<file path="src/rtl/gpu_cache_fill_arbiter.sv">
// gpu_cache_fill_arbiter: arbitrates L/R texture and CLUT fills onto one memory read port.
// Optional GPU_FILL_MERGE_EN merges equal-address same-class L/R requests into one fill.
module gpu_cache_fill_arbiter (
    input  logic        clk,
    input  logic        i_nrst,
    input  logic        requTexL,
    input  logic [16:0] adrTexL,
    input  logic        requTexR,
    input  logic [16:0] adrTexR,
    output logic        doneTexL,
    output logic        doneTexR,
    input  logic        requClutL,
    input  logic [14:0] adrClutL,
    input  logic        requClutR,
    input  logic [14:0] adrClutR,
    output logic        doneClutL,
    output logic        doneClutR,
    output logic        memReq,
    output logic [16:0] memAdr,
    output logic [2:0]  memLen,
    input  logic        memAck,
    input  logic        memDataValid,
    input  logic [63:0] memData,
    output logic        memDataReady,
    output logic        texWrite,
    output logic [16:0] texWrAdr,
    output logic [63:0] texWrData,
    output logic        clutWrite,
    output logic [2:0]  clutWrIdx,
    output logic [31:0] clutWrData
);
    typedef enum logic [2:0] {IDLE, TEX_REQ, TEX_DATA, CLUT_REQ, CLUT_LO, CLUT_HI, DONE} state_t;
    state_t r_state, w_state_nxt;
    logic        r_last_grant, r_side, r_is_clut, r_merge;
    logic [1:0]  r_cnt;
    logic [31:0] r_beat_hi;
    logic        r_mem_req;
    logic [16:0] r_mem_adr;
    logic [2:0]  r_mem_len;
    logic        r_tex_write;
    logic [16:0] r_tex_wr_adr;
    logic [63:0] r_tex_wr_data;
    logic        r_clut_write;
    logic [2:0]  r_clut_wr_idx;
    logic [31:0] r_clut_wr_data;
    logic        r_done_tl, r_done_tr, r_done_cl, r_done_cr;
    logic        w_tl, w_tr, w_cl, w_cr, w_clut, w_l, w_r, w_side, w_merge;
    logic [16:0] w_adr;

    // A side whose done pulse is showing still holds its request for this cycle.
    assign w_tl   = requTexL  & ~r_done_tl;
    assign w_tr   = requTexR  & ~r_done_tr;
    assign w_cl   = requClutL & ~r_done_cl;
    assign w_cr   = requClutR & ~r_done_cr;
    assign w_clut = w_cl | w_cr;
    assign w_l    = w_clut ? w_cl : w_tl;
    assign w_r    = w_clut ? w_cr : w_tr;
    assign w_side = (w_l & w_r) ? r_last_grant : w_r;
`ifdef GPU_FILL_MERGE_EN
    assign w_merge = w_l & w_r & (w_clut ? (adrClutL == adrClutR) : (adrTexL == adrTexR));
`else
    assign w_merge = 1'b0;
`endif
    assign w_adr = w_clut ? {(w_side ? adrClutR : adrClutL), 2'b00} : (w_side ? adrTexR : adrTexL);

    assign memReq       = r_mem_req;
    assign memAdr       = r_mem_adr;
    assign memLen       = r_mem_len;
    assign memDataReady = (r_state == TEX_DATA) || (r_state == CLUT_LO);
    assign texWrite     = r_tex_write;
    assign texWrAdr     = r_tex_wr_adr;
    assign texWrData    = r_tex_wr_data;
    assign clutWrite    = r_clut_write;
    assign clutWrIdx    = r_clut_wr_idx;
    assign clutWrData   = r_clut_wr_data;
    assign doneTexL     = r_done_tl;
    assign doneTexR     = r_done_tr;
    assign doneClutL    = r_done_cl;
    assign doneClutR    = r_done_cr;

    always_ff @(posedge clk or negedge i_nrst) begin
        if (!i_nrst) r_state <= IDLE;
        else         r_state <= w_state_nxt;
    end

    always_comb begin
        w_state_nxt = r_state;
        case (r_state)
            IDLE:     if (w_l | w_r) w_state_nxt = w_clut ? CLUT_REQ : TEX_REQ;
            TEX_REQ:  if (memAck) w_state_nxt = TEX_DATA;
            TEX_DATA: if (memDataValid) w_state_nxt = DONE;
            CLUT_REQ: if (memAck) w_state_nxt = CLUT_LO;
            CLUT_LO:  if (memDataValid) w_state_nxt = CLUT_HI;
            CLUT_HI:  w_state_nxt = (r_cnt == 2'd3) ? DONE : CLUT_LO;
            DONE:     w_state_nxt = IDLE;
            default:  w_state_nxt = IDLE;
        endcase
    end

    always_ff @(posedge clk or negedge i_nrst) begin
        if (!i_nrst) begin
            r_last_grant   <= 1'b0;
            r_side         <= 1'b0;
            r_is_clut      <= 1'b0;
            r_merge        <= 1'b0;
            r_cnt          <= 2'd0;
            r_beat_hi      <= 32'd0;
            r_mem_req      <= 1'b0;
            r_mem_adr      <= 17'd0;
            r_mem_len      <= 3'd0;
            r_tex_write    <= 1'b0;
            r_tex_wr_adr   <= 17'd0;
            r_tex_wr_data  <= 64'd0;
            r_clut_write   <= 1'b0;
            r_clut_wr_idx  <= 3'd0;
            r_clut_wr_data <= 32'd0;
            r_done_tl      <= 1'b0;
            r_done_tr      <= 1'b0;
            r_done_cl      <= 1'b0;
            r_done_cr      <= 1'b0;
        end else begin
            r_tex_write  <= 1'b0;
            r_clut_write <= 1'b0;
            r_done_tl    <= 1'b0;
            r_done_tr    <= 1'b0;
            r_done_cl    <= 1'b0;
            r_done_cr    <= 1'b0;
            case (r_state)
                IDLE: if (w_l | w_r) begin
                    r_is_clut <= w_clut;
                    r_side    <= w_side;
                    r_merge   <= w_merge;
                    if (!w_merge) r_last_grant <= ~w_side;
                    r_mem_req <= 1'b1;
                    r_mem_adr <= w_adr;
                    r_mem_len <= w_clut ? 3'd4 : 3'd1;
                    if (!w_clut) r_tex_wr_adr <= w_adr;
                end
                TEX_REQ, CLUT_REQ: if (memAck) r_mem_req <= 1'b0;
                TEX_DATA: if (memDataValid) begin
                    r_tex_write   <= 1'b1;
                    r_tex_wr_data <= memData;
                end
                CLUT_LO: if (memDataValid) begin
                    r_beat_hi      <= memData[63:32];
                    r_clut_write   <= 1'b1;
                    r_clut_wr_idx  <= {r_cnt, 1'b0};
                    r_clut_wr_data <= memData[31:0];
                end
                CLUT_HI: begin
                    r_clut_write   <= 1'b1;
                    r_clut_wr_idx  <= {r_cnt, 1'b1};
                    r_clut_wr_data <= r_beat_hi;
                    r_cnt          <= r_cnt + 2'd1;
                end
                DONE: begin
                    r_done_tl <= ~r_is_clut & (~r_side | r_merge);
                    r_done_tr <= ~r_is_clut & ( r_side | r_merge);
                    r_done_cl <=  r_is_clut & (~r_side | r_merge);
                    r_done_cr <=  r_is_clut & ( r_side | r_merge);
                end
                default: ;
            endcase
        end
    end
endmodule
</file>
<file path="config.mk">
export PLATFORM = sky130hd
export DESIGN_NAME = gpu_cache_fill_arbiter
export DESIGN_NICKNAME = d
export VERILOG_FILES = /design/src/rtl/gpu_cache_fill_arbiter.sv
export SDC_FILE = /design/constraint.sdc
export NUM_CORES = 1
export LEC_CHECK = 0
export BUFFER_PORTS_ARGS = -buffer_cell sky130_fd_sc_hd__buf_2
export CORE_ASPECT_RATIO = 0.6
export CORE_MARGIN = 4
export CORE_UTILIZATION = 49
export DETAILED_ROUTE_END_ITERATION = 12
export GPL_ROUTABILITY_DRIVEN = 0
export MAX_ROUTING_LAYER = met4
export PLACE_DENSITY = 0.79
export SYNTH_ARGS = -nofsm -noshare
export SYNTH_HDL_FRONTEND = slang
export SYNTH_SLANG_ARGS = --single-unit
</file>
<file path="constraint.sdc">
create_clock -name clk -period 2.1 [get_ports clk]
set_input_delay 0 -clock clk [delete_from_list [all_inputs] [get_ports clk]]
set_output_delay 0 -clock clk [all_outputs]
set_load 0.01 [all_outputs]
</file>
# After elaboration in Yosys (flattened, before gate mapping)
# Index checks and enable logic that the tools add are counted.
# word_totals
output_inout_bits	144
regBits	183
inputBits	136
wordCells	93
# classes
reduce_logical	12
addsub	1
bitwise_logic	19
eq_ne	13
n_mux	29
# ops
cell	count
case mux 32 bit (2 select lines)	1
2-to-1 mux 17 bit	2
2-to-1 mux 32 bit	1
2-to-1 mux 3 bit	7
case mux 3 bit (6 select lines)	1
2-to-1 mux 15 bit	1
!= test 2 bit (second input constant)	6
2-to-1 mux 1 bit	11
bitwise AND 1 bit	9
equality test 3 bit (second input constant)	3
NOT 1 bit	8
AND reduction 2 bit	4
equality test 3 x 2 -> 1 bit (second input constant)	2
case mux 3 bit (2 select lines)	1
AND reduction 3 bit	2
AND reduction 5 bit	1
2-to-1 mux 2 bit	2
case mux 1 bit (2 select lines)	2
nonzero test 2 bit	2
equality test 3 x 1 -> 1 bit (second input constant)	1
zero test 3 bit	1
adder 2 x 1 -> 2 bit (second input constant)	1
equality test 2 bit (second input constant)	1
bitwise OR 1 bit	2
other kinds (2)	2

# Longest topological paths before layout
# Gate-level depths: netlist (run 1).
# logic_depth
word_depth	8
ltp_mapped	7
ltp_nobuf	5

# Least setup slack after synthesis (run 1)
# No wires, ideal clock.
# synth_path
path_kind	register to register
from	reg r_done_tl (netlist: doneTexL)
to	reg r_mem_adr[10] (netlist: memAdr[10])
setup_slack_ps	490
path_buffers	2
setup_ps	149
required_time_ps	1951
arrival_time_ps	1461
period_less_slack_ps	1610
path_stages_with_launch	8
cell_sequence	dfrtp_1 > nor2b_4 > a21oi_1 > o22ai_2 > buf_6 > buf_6 > mux2i_1 > o221ai_1
# synth_via
elab_chain_len	7
word_cells_on_any_way	10
classes_between	5 x mux; 4 x bitwise; 1 x reduce/logical
# synth_lines
item	line_no	rtl
from (decl)	46	logic r_done_tl, r_done_tr, r_done_cl, r_done_cr;
from (signal assigned)	157	r_done_tl <= ~r_is_clut & (~r_side | r_merge);
NOT 1 bit *	51	assign w_tl = requTexL & ~r_done_tl;
bitwise AND 1 bit *	51	
2-to-1 mux 1 bit *	56	assign w_l = w_clut ? w_cl : w_tl;
bitwise AND 1 bit	58	assign w_side = (w_l & w_r) ? r_last_grant : w_r;
2-to-1 mux 1 bit	58	
2-to-1 mux 17 bit / 2-to-1 mux 15 bit (equally long branches)	64	assign w_adr = w_clut ? {(w_side ? adrClutR : adrClutL), 2'b00} : (w_side ? adrTexR : adrTexL);
2-to-1 mux 17 bit	64	
to (signal assigned)	135	r_mem_adr <= w_adr;
to (decl)	38	logic [16:0] r_mem_adr;
# Every way passes the cells marked *; elsewhere a longest branch is shown, timed or not.
# A chain may end at the register's enable or synchronous reset.

# Worst setup path after layout (run 1)
# layout_path
from	reg r_done_cl (netlist: doneClutL)
to	reg r_mem_adr[9] (netlist: memAdr[9])
# layout_via
elab_chain_len	8
word_cells_on_any_way	12
classes_between	6 x mux; 5 x bitwise; 1 x reduce/logical
# layout_lines
item	line_no	rtl
from (decl)	46	
from (signal assigned)	159	r_done_cl <= r_is_clut & (~r_side | r_merge);
NOT 1 bit *	53	assign w_cl = requClutL & ~r_done_cl;
bitwise AND 1 bit *	53	
bitwise OR 1 bit	55	assign w_clut = w_cl | w_cr;
2-to-1 mux 1 bit (on tied branches)	56, 57	
bitwise AND 1 bit	58	
2-to-1 mux 1 bit	58	
2-to-1 mux 17 bit / 2-to-1 mux 15 bit (equally long branches)	64	
2-to-1 mux 17 bit	64	
# Marks and branches as above.

==> results of run 1 <==
## layer usage
metal / vias to the layer above / GRT usage / wire, µm
met1: 3302 / 0.358 / 9940
li1: 3100 / - / -
met5: - / - / 0
met2: 295 / 0.430 / 11100
met4: 0 / 0.122 / 943
met3: 87 / 0.0636 / 1390
## critical path, stage by stage (launching register included)
cell and delay, ns:
sky130_fd_sc_hd__dfrtp_1 0.43, sky130_fd_sc_hd__nor2b_4 0.20, sky130_fd_sc_hd__a21oi_1 0.09, sky130_fd_sc_hd__o22ai_4 0.19
sky130_fd_sc_hd__buf_12 0.25, sky130_fd_sc_hd__mux2i_1 0.28, sky130_fd_sc_hd__o221ai_1 0.20
## how the worst max path moves through the flow
stage / depth (start not counted) / startpoint / to / slack, ns
after floorplan: 7 / doneTexL / memAdr[10] / 0.49
after global placement: 6 / doneClutL / memAdr[13] / 0.43
after detailed placement: 6 / doneClutL / memAdr[4] / 0.34
after CTS: 6 / doneClutL / memAdr[4] / 0.34
after global routing: 6 / doneClutL / memAdr[9] / 0.10
final: 6 / doneClutL / memAdr[9] / 0.26
## layout make-up
| type | count | area share |
|---|---|---|
| sequential | 181 | 0.410 |
| multi-input combinational | 453 | 0.248 |
| clock buffer | 19 | 0.0410 |
| timing repair buffer | 425 | 0.263 |
| clock inverter | 13 | 0.0140 |
| antenna | 4 | 0.000906 |
| tap | 198 | 0.0224 |
| inverter | 2 | 0.000679 |
## state kept, by name, summed over array words and instances, names as in the netlist, 3 cells and up
name        count
texWrAdr       17
clutWrIdx       3
r_state         3
memAdr         17
r_beat_hi      32
texWrData      64
clutWrData     32
## timing repair
action / CTS / global route
resized for setup: 0 / 0
setup endpoints to repair: 0 / 0
hold endpoints to repair: 219 / 0
hold buffers: 130 / 0
## stage by stage
| step | hold slack (ns) | setup WS [ns] | cells | power (W) |
|---|---|---|---|---|
| 6_report | 0.0968 | 0.258 | 1295 | 0.0152 |
| 5_1_grt | 0.122 | 0.101 | 1295 | 0.0162 |
| 4_1_cts | 0.101 | 0.345 | 1291 | 0.0152 |
| 3_5_place_dp | 0.0143 | 0.344 | 1129 | 0.0117 |
| 3_3_place_gp | 0.00591 | 0.429 | 1129 | 0.0115 |
| 2_1_floorplan | -0.296 | 0.490 | 678 | 0.00923 |
## report_power, final
group	internal [W]	total (W)	switching (W)	leakage [nW]
combinational	0.00263	0.00586	0.00323	3.13
sequential	0.00517	0.00613	0.000958	2.19
clock	0.00177	0.00325	0.00147	0.302
total	0.00957	0.0152	0.00566	5.62
## kinds of logic after synthesis
family | Yosys count
adder cells (fa/ha/maj) | 1
buffers and inverters | 44
other | 1
flip-flops | 181
XOR/XNOR | 2
AND/OR/NAND/NOR | 267
multiplexers | 94
AO/OA/AOI/OAI | 88
## cells in the final DEF, fill, tap and decap left out, types with 4 or more instances in the layout
cell type,n
sky130_fd_sc_hd__buf_2,277
sky130_fd_sc_hd__nand2_1,208
sky130_fd_sc_hd__dfrtp_1,181
sky130_fd_sc_hd__dlygate4sd3_1,130
sky130_fd_sc_hd__mux2_1,65
sky130_fd_sc_hd__nor2_1,36
sky130_fd_sc_hd__a31oi_1,32
sky130_fd_sc_hd__mux2i_1,27
sky130_fd_sc_hd__o21ai_1,21
sky130_fd_sc_hd__clkbuf_16,17
sky130_fd_sc_hd__o221ai_1,15
sky130_fd_sc_hd__buf_4,11
sky130_fd_sc_hd__a21oi_1,8
sky130_fd_sc_hd__buf_12,6
sky130_fd_sc_hd__a21boi_1,5
sky130_fd_sc_hd__inv_8,5
sky130_fd_sc_hd__diode_2,4
sky130_fd_sc_hd__nor2b_1,4
sky130_fd_sc_hd__inv_6,4
==> results.tsv, run 1 <==
stage	metric	value	unit
outcome	result of the run	finished clean	
placement	total cell area at the placement stage	9130	µm²
layout	final cell area excluding filler cells	11000	µm²
synth	area share of and/or/nand/nor cells after synthesis	0.144	
critical_path	required time reported for the critical path endpoint	2.33	ns
clock_tree	insertion delay of the later-clocked pin in the worst-skew pair	0.42	ns
synth	netlist area before placement	7470	µm²
sta	Total Neg Setup Slack	0	ns
drt	number of routed nets with antenna violations	0	
synth	post-synthesis compound-gate area fraction	0.0787	
power_and_ir_drop	leakage power	5.62	nW
layout	area occupied by multi-input gates	2750	µm²
synth	Post-synth top flop	sky130_fd_sc_hd__dfrtp_1	
sta	setup repair after global routing missed its margin	false	
floorplanning	width of the chip	167	µm
synth	part of the Yosys area used for sequential elements	0.606	
sta	number of setup violations in the final report	0	
sta	Final period util	0.877	
synth	number of different library cells in the post-synthesis netlist	37	
clock_tree	maximum buffer depth of the clock tree	2	
critical_path	critical path start-end classification	reg -> reg	
synth	Avg Cell Area, Syn	11.0	µm²
placement	quantity of I/O buffers inserted on ports	278	
synth	gate count of the mapped netlist	678	
synth	Yosys warning total	0	
clock_tree	post-CTS setup buffers	0	
layout	fin nets	1217	
drt	vias post-DR	6784	
sta	clock period minus worst slack	1.84	ns
synth	Adder-Cell Fraction of Synth Area	0.00167	
critical_path	Reg2Reg Depth	6	
sta	timing-limited maximum frequency	0.543	GHz
clock_tree	H-tree depth	4	
layout	Sequential Area	4530	µm²
floorplanning	initial standard-cell utilization of the core	0.508	
drt	average wire per cell in the routed design	18.1	µm
global_route	first-pass GRT wire length	38.1	mm
drt	detailed-routing iteration count for the pre-antenna-repair pass	5	
placement	Detail Placement HPWL	14.3	mm
synth	post-synthesis async set-or-reset flop share	1.00	
synth	cell types with the largest area share after synthesis	sky130_fd_sc_hd__dfrtp_1 (61%), sky130_fd_sc_hd__nand2_1 (11%), sky130_fd_sc_hd__mux2_1 (9.8%)	
clock_tree	clk slew on worst S/H paths	0.08	ns
floorplanning	standard-cell row count	34	
drt	remaining design rule violation count	0	
global_route	maximum number of pins on one net before global-route repair	58	
job	number of max-capacitance violations reported	0	
drt	number of vias per cell after detailed routing	5.24	
sta	Worst-Margin Slew	1.04	ns
power_and_ir_drop	worst vdd rail ir drop	0.000762	V
clock_tree	clock root buffer	sky130_fd_sc_hd__clkbuf_16	
floorplanning	vertical extent of the die	104	µm
sta	Post-Route Skew	0.0177	ns
drt	total wire length after detailed routing	23.4	mm
global_route	remaining global-route overflow	0	
critical_path	nature of the critical path startpoint	flop	
critical_path	endpoint of the worst register-to-register path	memAdr[9]	
floorplanning	number of top-level pins	280	
synth	largest family of logic cells by synthesized area	simple AND/OR/NAND/NOR gates	
clock_tree	clock net sink count	181	
sta	Hold Fails Final Rpt	0	
global_route	via count of the first global-routing pass	7155	
sta	headroom to the max-slew limit	0.303	
synth	most used standard cells in the synthesized netlist	sky130_fd_sc_hd__nand2_1 (210), sky130_fd_sc_hd__dfrtp_1 (181), sky130_fd_sc_hd__mux2_1 (65), sky130_fd_sc_hd__nor2_1 (37), sky130_fd_sc_hd__a31oi_1 (32)	
synth	parity-gate share of the synthesized area counting xor and xnor cells	0.00234	
critical_path	maximum fanout along the worst path	32	
critical_path	setup slack, reg-to-reg	0.26	ns
synth	Post-Syn Nets	815	
critical_path	source of the worst register-to-register timing path	doneClutL	
clock_tree	CTS tree	yes	
drt	number of DRC markers in iteration 0	477	
synth	area share of the largest cell type after synthesis	0.606	
synth	Synth area leader	sky130_fd_sc_hd__dfrtp_1	
critical_path	data arrival time of the worst path	2.07	ns
synth	most common cell in the synthesized netlist	sky130_fd_sc_hd__nand2_1	
floorplanning	die outline area	17400	µm²
clock_tree	number of buffers created by CTS	17	
synth	post-synthesis mux area share	0.137	
layout	fill count	1001	
floorplanning	placeable core region	14700	µm²
layout	share of the core filled with cells in the final layout	0.751	
critical_path	endpoint type of the worst setup path	flop	
worst_hold_path	Hold Path Class	in -> async	
layout	area growth from synthesis to final layout	47.8	%
synth	Post-synth EDFFs	0	
global_route	antenna violations before repair	4	
synth	post-synthesis register bit count	181	
global_route	all-layer global routing usage	0.279	
layout	fraction of layout instances using a drive strength above 1	0.312	
sta	final slew viol count	0	
power_and_ir_drop	power density relative to cell area	1380	nW/µm²
Note: power is estimated with default switching activity, not from simulation.
==> run 2: changes to the inputs <==
--- a/config.mk
+++ b/config.mk
@@ -8,11 +8,12 @@
 export BUFFER_PORTS_ARGS = -buffer_cell sky130_fd_sc_hd__buf_2
 export CORE_ASPECT_RATIO = 0.6
 export CORE_MARGIN = 4
-export CORE_UTILIZATION = 49
+export CORE_UTILIZATION = 51
+export CTS_BUF_LIST = sky130_fd_sc_hd__clkbuf_4
 export DETAILED_ROUTE_END_ITERATION = 12
 export GPL_ROUTABILITY_DRIVEN = 0
 export MAX_ROUTING_LAYER = met4
-export PLACE_DENSITY = 0.79
+export PLACE_DENSITY = 0.81
 export SYNTH_ARGS = -nofsm -noshare
 export SYNTH_HDL_FRONTEND = slang
 export SYNTH_SLANG_ARGS = --single-unit
==> constraint.sdc (replaced) <==
create_clock -name clk -period 1.7 [get_ports clk]
set_input_delay 0 -clock clk [delete_from_list [all_inputs] [get_ports clk]]
set_output_delay 0 -clock clk [all_outputs]
set_load 0.01 [all_outputs]
==> results.tsv, run 2 (synthesized netlist as in run 1, its figures left out) <==
stage	metric	value	unit
sta	Post-Route Skew	0.0373	ns
global_route	all-layer global routing usage	0.310	
critical_path	maximum fanout along the worst path	13	
drt	remaining design rule violation count	0	
placement	Detail Placement HPWL	14.8	mm
clock_tree	number of buffers created by CTS	17	
placement	total cell area at the placement stage	9260	µm²
sta	clock period minus worst slack	1.89	ns
layout	max reg flops	64	
critical_path	endpoint type of the worst setup path	flop	
drt	detailed-routing iteration count for the pre-antenna-repair pass	6	
layout	commonest cells after routing, fill and taps aside	sky130_fd_sc_hd__buf_2 (277), sky130_fd_sc_hd__nand2_1 (208), sky130_fd_sc_hd__dfrtp_1 (178), sky130_fd_sc_hd__dlygate4sd3_1 (134), sky130_fd_sc_hd__mux2_1 (65)	
outcome	violations in the final reports	negative setup slack	
clock_tree	clock root buffer	sky130_fd_sc_hd__clkbuf_4	
layout	most common library cell in the layout ignoring fill and taps	sky130_fd_sc_hd__buf_2	
drt	number of routed nets with antenna violations	0	
sta	final slew viol count	0	
floorplanning	placeable core region	14000	µm²
clock_tree	H-tree depth	4	
critical_path	required time reported for the critical path endpoint	2.10	ns
drt	average wire per cell in the routed design	21.5	µm
floorplanning	number of top-level pins	280	
worst_hold_path	Hold Path Class	in -> reg	
clock_tree	clock net sink count	181	
clock_tree	clk slew on worst S/H paths	0.16	ns
global_route	first-pass GRT wire length	38.9	mm
power_and_ir_drop	power density relative to cell area	1640	nW/µm²
critical_path	data arrival time of the worst path	2.29	ns
layout	final cell area excluding filler cells	11400	µm²
drt	vias post-DR	7458	
global_route	maximum number of pins on one net before global-route repair	46	
floorplanning	vertical extent of the die	102	µm
sta	timing-limited maximum frequency	0.529	GHz
placement	quantity of I/O buffers inserted on ports	278	
power_and_ir_drop	leakage power	5.66	nW
floorplanning	initial standard-cell utilization of the core	0.534	
layout	fraction of layout instances using a drive strength above 1	0.355	
critical_path	nature of the critical path startpoint	flop	
global_route	via count of the first global-routing pass	7552	
power_and_ir_drop	worst vdd rail ir drop	0.000940	V
global_route	antenna violations before repair	3	
sta	setup repair after global routing missed its margin	true	
layout	fin nets	1246	
global_route	remaining global-route overflow	0	
drt	number of DRC markers in iteration 0	635	
drt	total wire length after detailed routing	28.4	mm
clock_tree	CTS tree	yes	
floorplanning	die outline area	16700	µm²
floorplanning	standard-cell row count	33	
sta	Hold Fails Final Rpt	0	
job	number of max-capacitance violations reported	0	
drt	number of vias per cell after detailed routing	5.65	
power_and_ir_drop	sum of internal, switching and leakage power	0.0187	W
sta	number of setup violations in the final report	33	
sta	Final period util	1.11	
clock_tree	maximum buffer depth of the clock tree	2	
critical_path	critical path start-end classification	reg -> reg	
outcome	result of the run	finished with violations	
floorplanning	width of the chip	164	µm
clock_tree	insertion delay of the later-clocked pin in the worst-skew pair	0.55	ns
layout	area growth from synthesis to final layout	52.6	%
sta	worst path setup slack after routing	-0.189	ns
## run 2: cell count changes in the layout (fill, tap and decap cells not counted), sizes merged
| cell | before | now |
|---|---|---|
| clkinvlp | 0 | 3 |
| diode | 4 | 6 |
| inv | 11 | 6 |
| dlygate4sd3 | 130 | 134 |
| bufinv | 1 | 3 |
| clkbuf | 19 | 23 |
| buf | 295 | 315 |
## run 2: power by group
group | internal [W] | total [W] | switching (W)
registers | 0.00637 | 0.00766 | 0.00129
clock network | 0.00106 | 0.00262 | 0.00156
logic | 0.00385 | 0.00844 | 0.00460
## run 2: path summary, 6_finish.rpt
| kind | start | endpoint | slack [ns] | cells past startpoint |
|---|---|---|---|---|
| worst max-delay path | doneTexL | memAdr[13] | -0.19 | 7 |
| worst min-delay path | requClutR | r_state[0] | 0.07 | 4 |
| worst max register to register | doneTexL | memAdr[13] | -0.19 | 7 |
| worst min register to register | r_beat_hi[14] | r_beat_hi[14] | 0.50 | 2 |
| max in group asynchronous | i_nrst | r_beat_hi[19] | 0.57 | 4 |
| min in group asynchronous | i_nrst | doneTexL | 0.54 | 3 |
## run 2: repair_timing
action                                  4_1_cts  5_1_grt
buffers inserted                              0        6
cloned                                        0        5
hold buffers                                135        0
endpoints found under the hold margin       349        0
endpoints found under the setup margin        2       39
resized for setup                             2       53
pin swaps                                     0        6
## run 2: area by class of cell
type                       count  area (µm²)
clock buffer                  18         135
multi-input combinational    453        3000
tap                          192         240
inverter                       2        7.51
clock inverter                13         174
fill                         765        2590
timing repair buffer         454        3310
sequential                   181        4530
antenna                        6        15.0
## run 2: metal layers
metal  GRT usage  routed length (µm)
met5           -                   0
met4       0.182                1800
met3      0.0773                2300
met2       0.495               13800
met1       0.361               10400
## run 2: worst max-delay path, stage by stage, from the launching register on
cell and delay (ns):
sky130_fd_sc_hd__dfrtp_1 0.47, sky130_fd_sc_hd__nor2b_4 0.17, sky130_fd_sc_hd__a21oi_2 0.09, sky130_fd_sc_hd__o22ai_4 0.21, sky130_fd_sc_hd__buf_4 0.18, sky130_fd_sc_hd__clkbuf_16 0.19, sky130_fd_sc_hd__mux2i_1 0.31, sky130_fd_sc_hd__o221ai_2 0.13
## run 2: through the flow
step | utilization | instances | hold slack, ns | TNS (ns) | setup slack [ns]
final | 0.815 | 1319 | 0.0728 | -2.40 | -0.189
after global routing | 0.814 | 1316 | 0.0506 | -3.96 | -0.206
after CTS | 0.781 | 1302 | 0.00935 | 0 | 0.00907
after detailed placement | 0.661 | 1136 | 0.0176 | 0 | 0.00447
after global placement | 0.661 | 1136 | 0.00983 | 0 | 0.0855
after floorplan | - | 678 | -0.296 | 0 | 0.0901
==> run 3: changes to the inputs <==
--- a/config.mk
+++ b/config.mk
@@ -13,7 +13,7 @@
 export DETAILED_ROUTE_END_ITERATION = 12
 export GPL_ROUTABILITY_DRIVEN = 0
 export MAX_ROUTING_LAYER = met4
-export PLACE_DENSITY = 0.81
+export PLACE_DENSITY = 0.8
 export SYNTH_ARGS = -nofsm -noshare
 export SYNTH_HDL_FRONTEND = slang
 export SYNTH_SLANG_ARGS = --single-unit
==> results.tsv, run 3 (synthesized netlist as in run 1, its figures left out) <==
stage	metric	value	unit
outcome	result of the run	finished with violations	
outcome	violations in the final reports	negative setup slack	
clock_tree	H-tree depth	4	
sta	timing-limited maximum frequency	0.561	GHz
placement	quantity of I/O buffers inserted on ports	278	
layout	share of the core filled with cells in the final layout	0.813	
clock_tree	number of buffers created by CTS	17	
drt	number of routed nets with antenna violations	0	
layout	commonest cells after routing, fill and taps aside	sky130_fd_sc_hd__buf_2 (277), sky130_fd_sc_hd__nand2_1 (207), sky130_fd_sc_hd__dfrtp_1 (178), sky130_fd_sc_hd__dlygate4sd3_1 (132), sky130_fd_sc_hd__mux2_1 (65)	
layout	Finished Layout Cells	1317	
global_route	maximum number of pins on one net before global-route repair	68	
power_and_ir_drop	clock group share of total power	0.140	
floorplanning	vertical extent of the die	102	µm
floorplanning	standard-cell row count	33	
drt	number of vias per cell after detailed routing	5.54	
placement	Cell Count Post-Placement	1131	
critical_path	data arrival time of the worst path	2.24	ns
global_route	all-layer global routing usage	0.310	
layout	area growth from synthesis to final layout	52.3	%
critical_path	cell breakdown of the critical path	nor2b_4 -> a21oi_4 -> o22ai_4 -> buf_12 -> clkbuf_16 -> mux2i_1 -> o221ai_2	
floorplanning	die outline area	16700	µm²
power_and_ir_drop	proportion of total power due to net switching	0.402	
power_and_ir_drop	part of the power in combinational logic	0.451	
job	number of max-capacitance violations reported	0	
power_and_ir_drop	switching power total	0.00749	W
layout	fraction of layout instances using a drive strength above 1	0.358	
critical_path	largest incremental delay on the critical path	0.44	ns
drt	detailed-routing iteration count for the pre-antenna-repair pass	5	
power_and_ir_drop	share of power burned in registers	0.409	
global_route	via count of the first global-routing pass	7290	
clock_tree	clock net sink count	181	
floorplanning	number of top-level pins	280	
drt	remaining design rule violation count	0	
sta	Hold Fails Final Rpt	0	
critical_path	dominant delay contributor by cell family on the critical path	flip-flops	
critical_path	required time reported for the critical path endpoint	2.16	ns
sta	worst path setup slack after routing	-0.0823	ns
sta	Total Neg Setup Slack	-0.661	ns
sta	clock period minus worst slack	1.78	ns
placement	Detail Placement HPWL	14.7	mm
floorplanning	placeable core region	14000	µm²
clock_tree	insertion delay of the later-clocked pin in the worst-skew pair	0.57	ns
power_and_ir_drop	leakage power	5.67	nW
clock_tree	maximum buffer depth of the clock tree	2	
sta	setup repair after global routing missed its margin	true	
floorplanning	width of the chip	164	µm
global_route	remaining global-route overflow	0	
critical_path	Critical path buffers and inverters	2	
sta	number of setup violations in the final report	29	
layout	most common library cell in the layout ignoring fill and taps	sky130_fd_sc_hd__buf_2	
sta	final slew viol count	0	
critical_path	Slowest cell on crit path	sky130_fd_sc_hd__dfrtp_1	
critical_path	setup slack, reg-to-reg	-0.08	ns
drt	average wire per cell in the routed design	20.9	µm
critical_path	nature of the critical path startpoint	flop	
critical_path	critical path start-end classification	reg -> reg	
sta	Final period util	1.05	
floorplanning	initial standard-cell utilization of the core	0.534	
power_and_ir_drop	design internal power	0.0112	W
drt	number of DRC markers in iteration 0	545	
critical_path	maximum fanout along the worst path	6	
global_route	first-pass GRT wire length	38.9	mm
sta	Post-Route Skew	0.0310	ns
power_and_ir_drop	power density relative to cell area	1640	nW/µm²
power_and_ir_drop	worst vdd rail ir drop	0.000837	V
critical_path	endpoint type of the worst setup path	flop	
layout	fin nets	1244	
clock_tree	CTS tree	yes	
layout	fill count	795	
drt	total wire length after detailed routing	27.5	mm
clock_tree	clk slew on worst S/H paths	0.17	ns
drt	vias post-DR	7299	
worst_hold_path	Hold Path Class	in -> reg	
layout	max reg flops	64	
global_route	antenna violations before repair	2	
clock_tree	clock root buffer	sky130_fd_sc_hd__clkbuf_4	
==> run 3: final timing paths <==
check                         startpoint        endpoint  depth (start not counted)
max                            doneClutL       memAdr[8]                          7
max reg2reg                    doneClutL       memAdr[8]                          7
min in group asynchronous         i_nrst     texWrAdr[7]                          4
min                             requTexR    r_last_grant                          5
max in group asynchronous         i_nrst  clutWrData[21]                          4
min reg2reg                r_beat_hi[11]   r_beat_hi[11]                          2
==> run 3: per-layer routing <==
metal | track usage | share of wire
met5 | - | 0
met4 | 0.154 | 0.052
met3 | 0.0695 | 0.084
met2 | 0.495 | 0.48
met1 | 0.377 | 0.38
==> run 3: per-stage QoR <==
step / hold slack (ns) / power, W / setup slack (ns) / cell area [µm²]
after global routing: 0.130 / 0.0197 / -0.125 / 11400
after detailed placement: -0.0611 / 0.0146 / 0.0108 / 9230
after floorplan: -0.296 / 0.0114 / 0.0901 / 7470
after CTS: 0.0546 / 0.0175 / 0.00491 / 10900
final: 0.148 / 0.0187 / -0.0823 / 11400
after global placement: -0.0577 / 0.0143 / 0.0700 / 9230
==> run 3: area by class of cell <==
class / instances / area, µm² / share of cell area
clock inverter: 15 / 184 / 0.0162
clock buffer: 17 / 128 / 0.0112
timing repair buffer: 452 / 3290 / 0.289
multi-input combinational: 453 / 2990 / 0.263
inverter: 2 / 7.51 / 0.000659
tap: 192 / 240 / 0.0211
sequential: 181 / 4530 / 0.398
antenna: 5 / 12.5 / 0.00110
==> run 3: worst min-delay path, cell delays in order <==
cell and delay [ns]:
sky130_fd_sc_hd__buf_2 0.08, sky130_fd_sc_hd__nor2b_2 0.18, sky130_fd_sc_hd__buf_4 0.16, sky130_fd_sc_hd__o41ai_4 0.09, sky130_fd_sc_hd__mux2_1 0.20
==> run 3: what timing repair did <==
item,CTS,global route
hold buffers,133,0
buffers inserted,0,9
gates cloned,0,7
gates resized for setup,2,53
pin swaps,0,8
setup endpoints to repair,2,68
hold endpoints to repair,348,0
==> run 3: power groups by stage <==
stage / Clock [W] / Sequential, W / Combinational [W]
after floorplan: 0 / 0.00819 / 0.00321
after global placement: 0 / 0.00750 / 0.00682
after detailed placement: 0 / 0.00756 / 0.00705
after CTS: 0.00264 / 0.00750 / 0.00731
after global routing: 0.00282 / 0.00783 / 0.00903
final: 0.00261 / 0.00762 / 0.00842
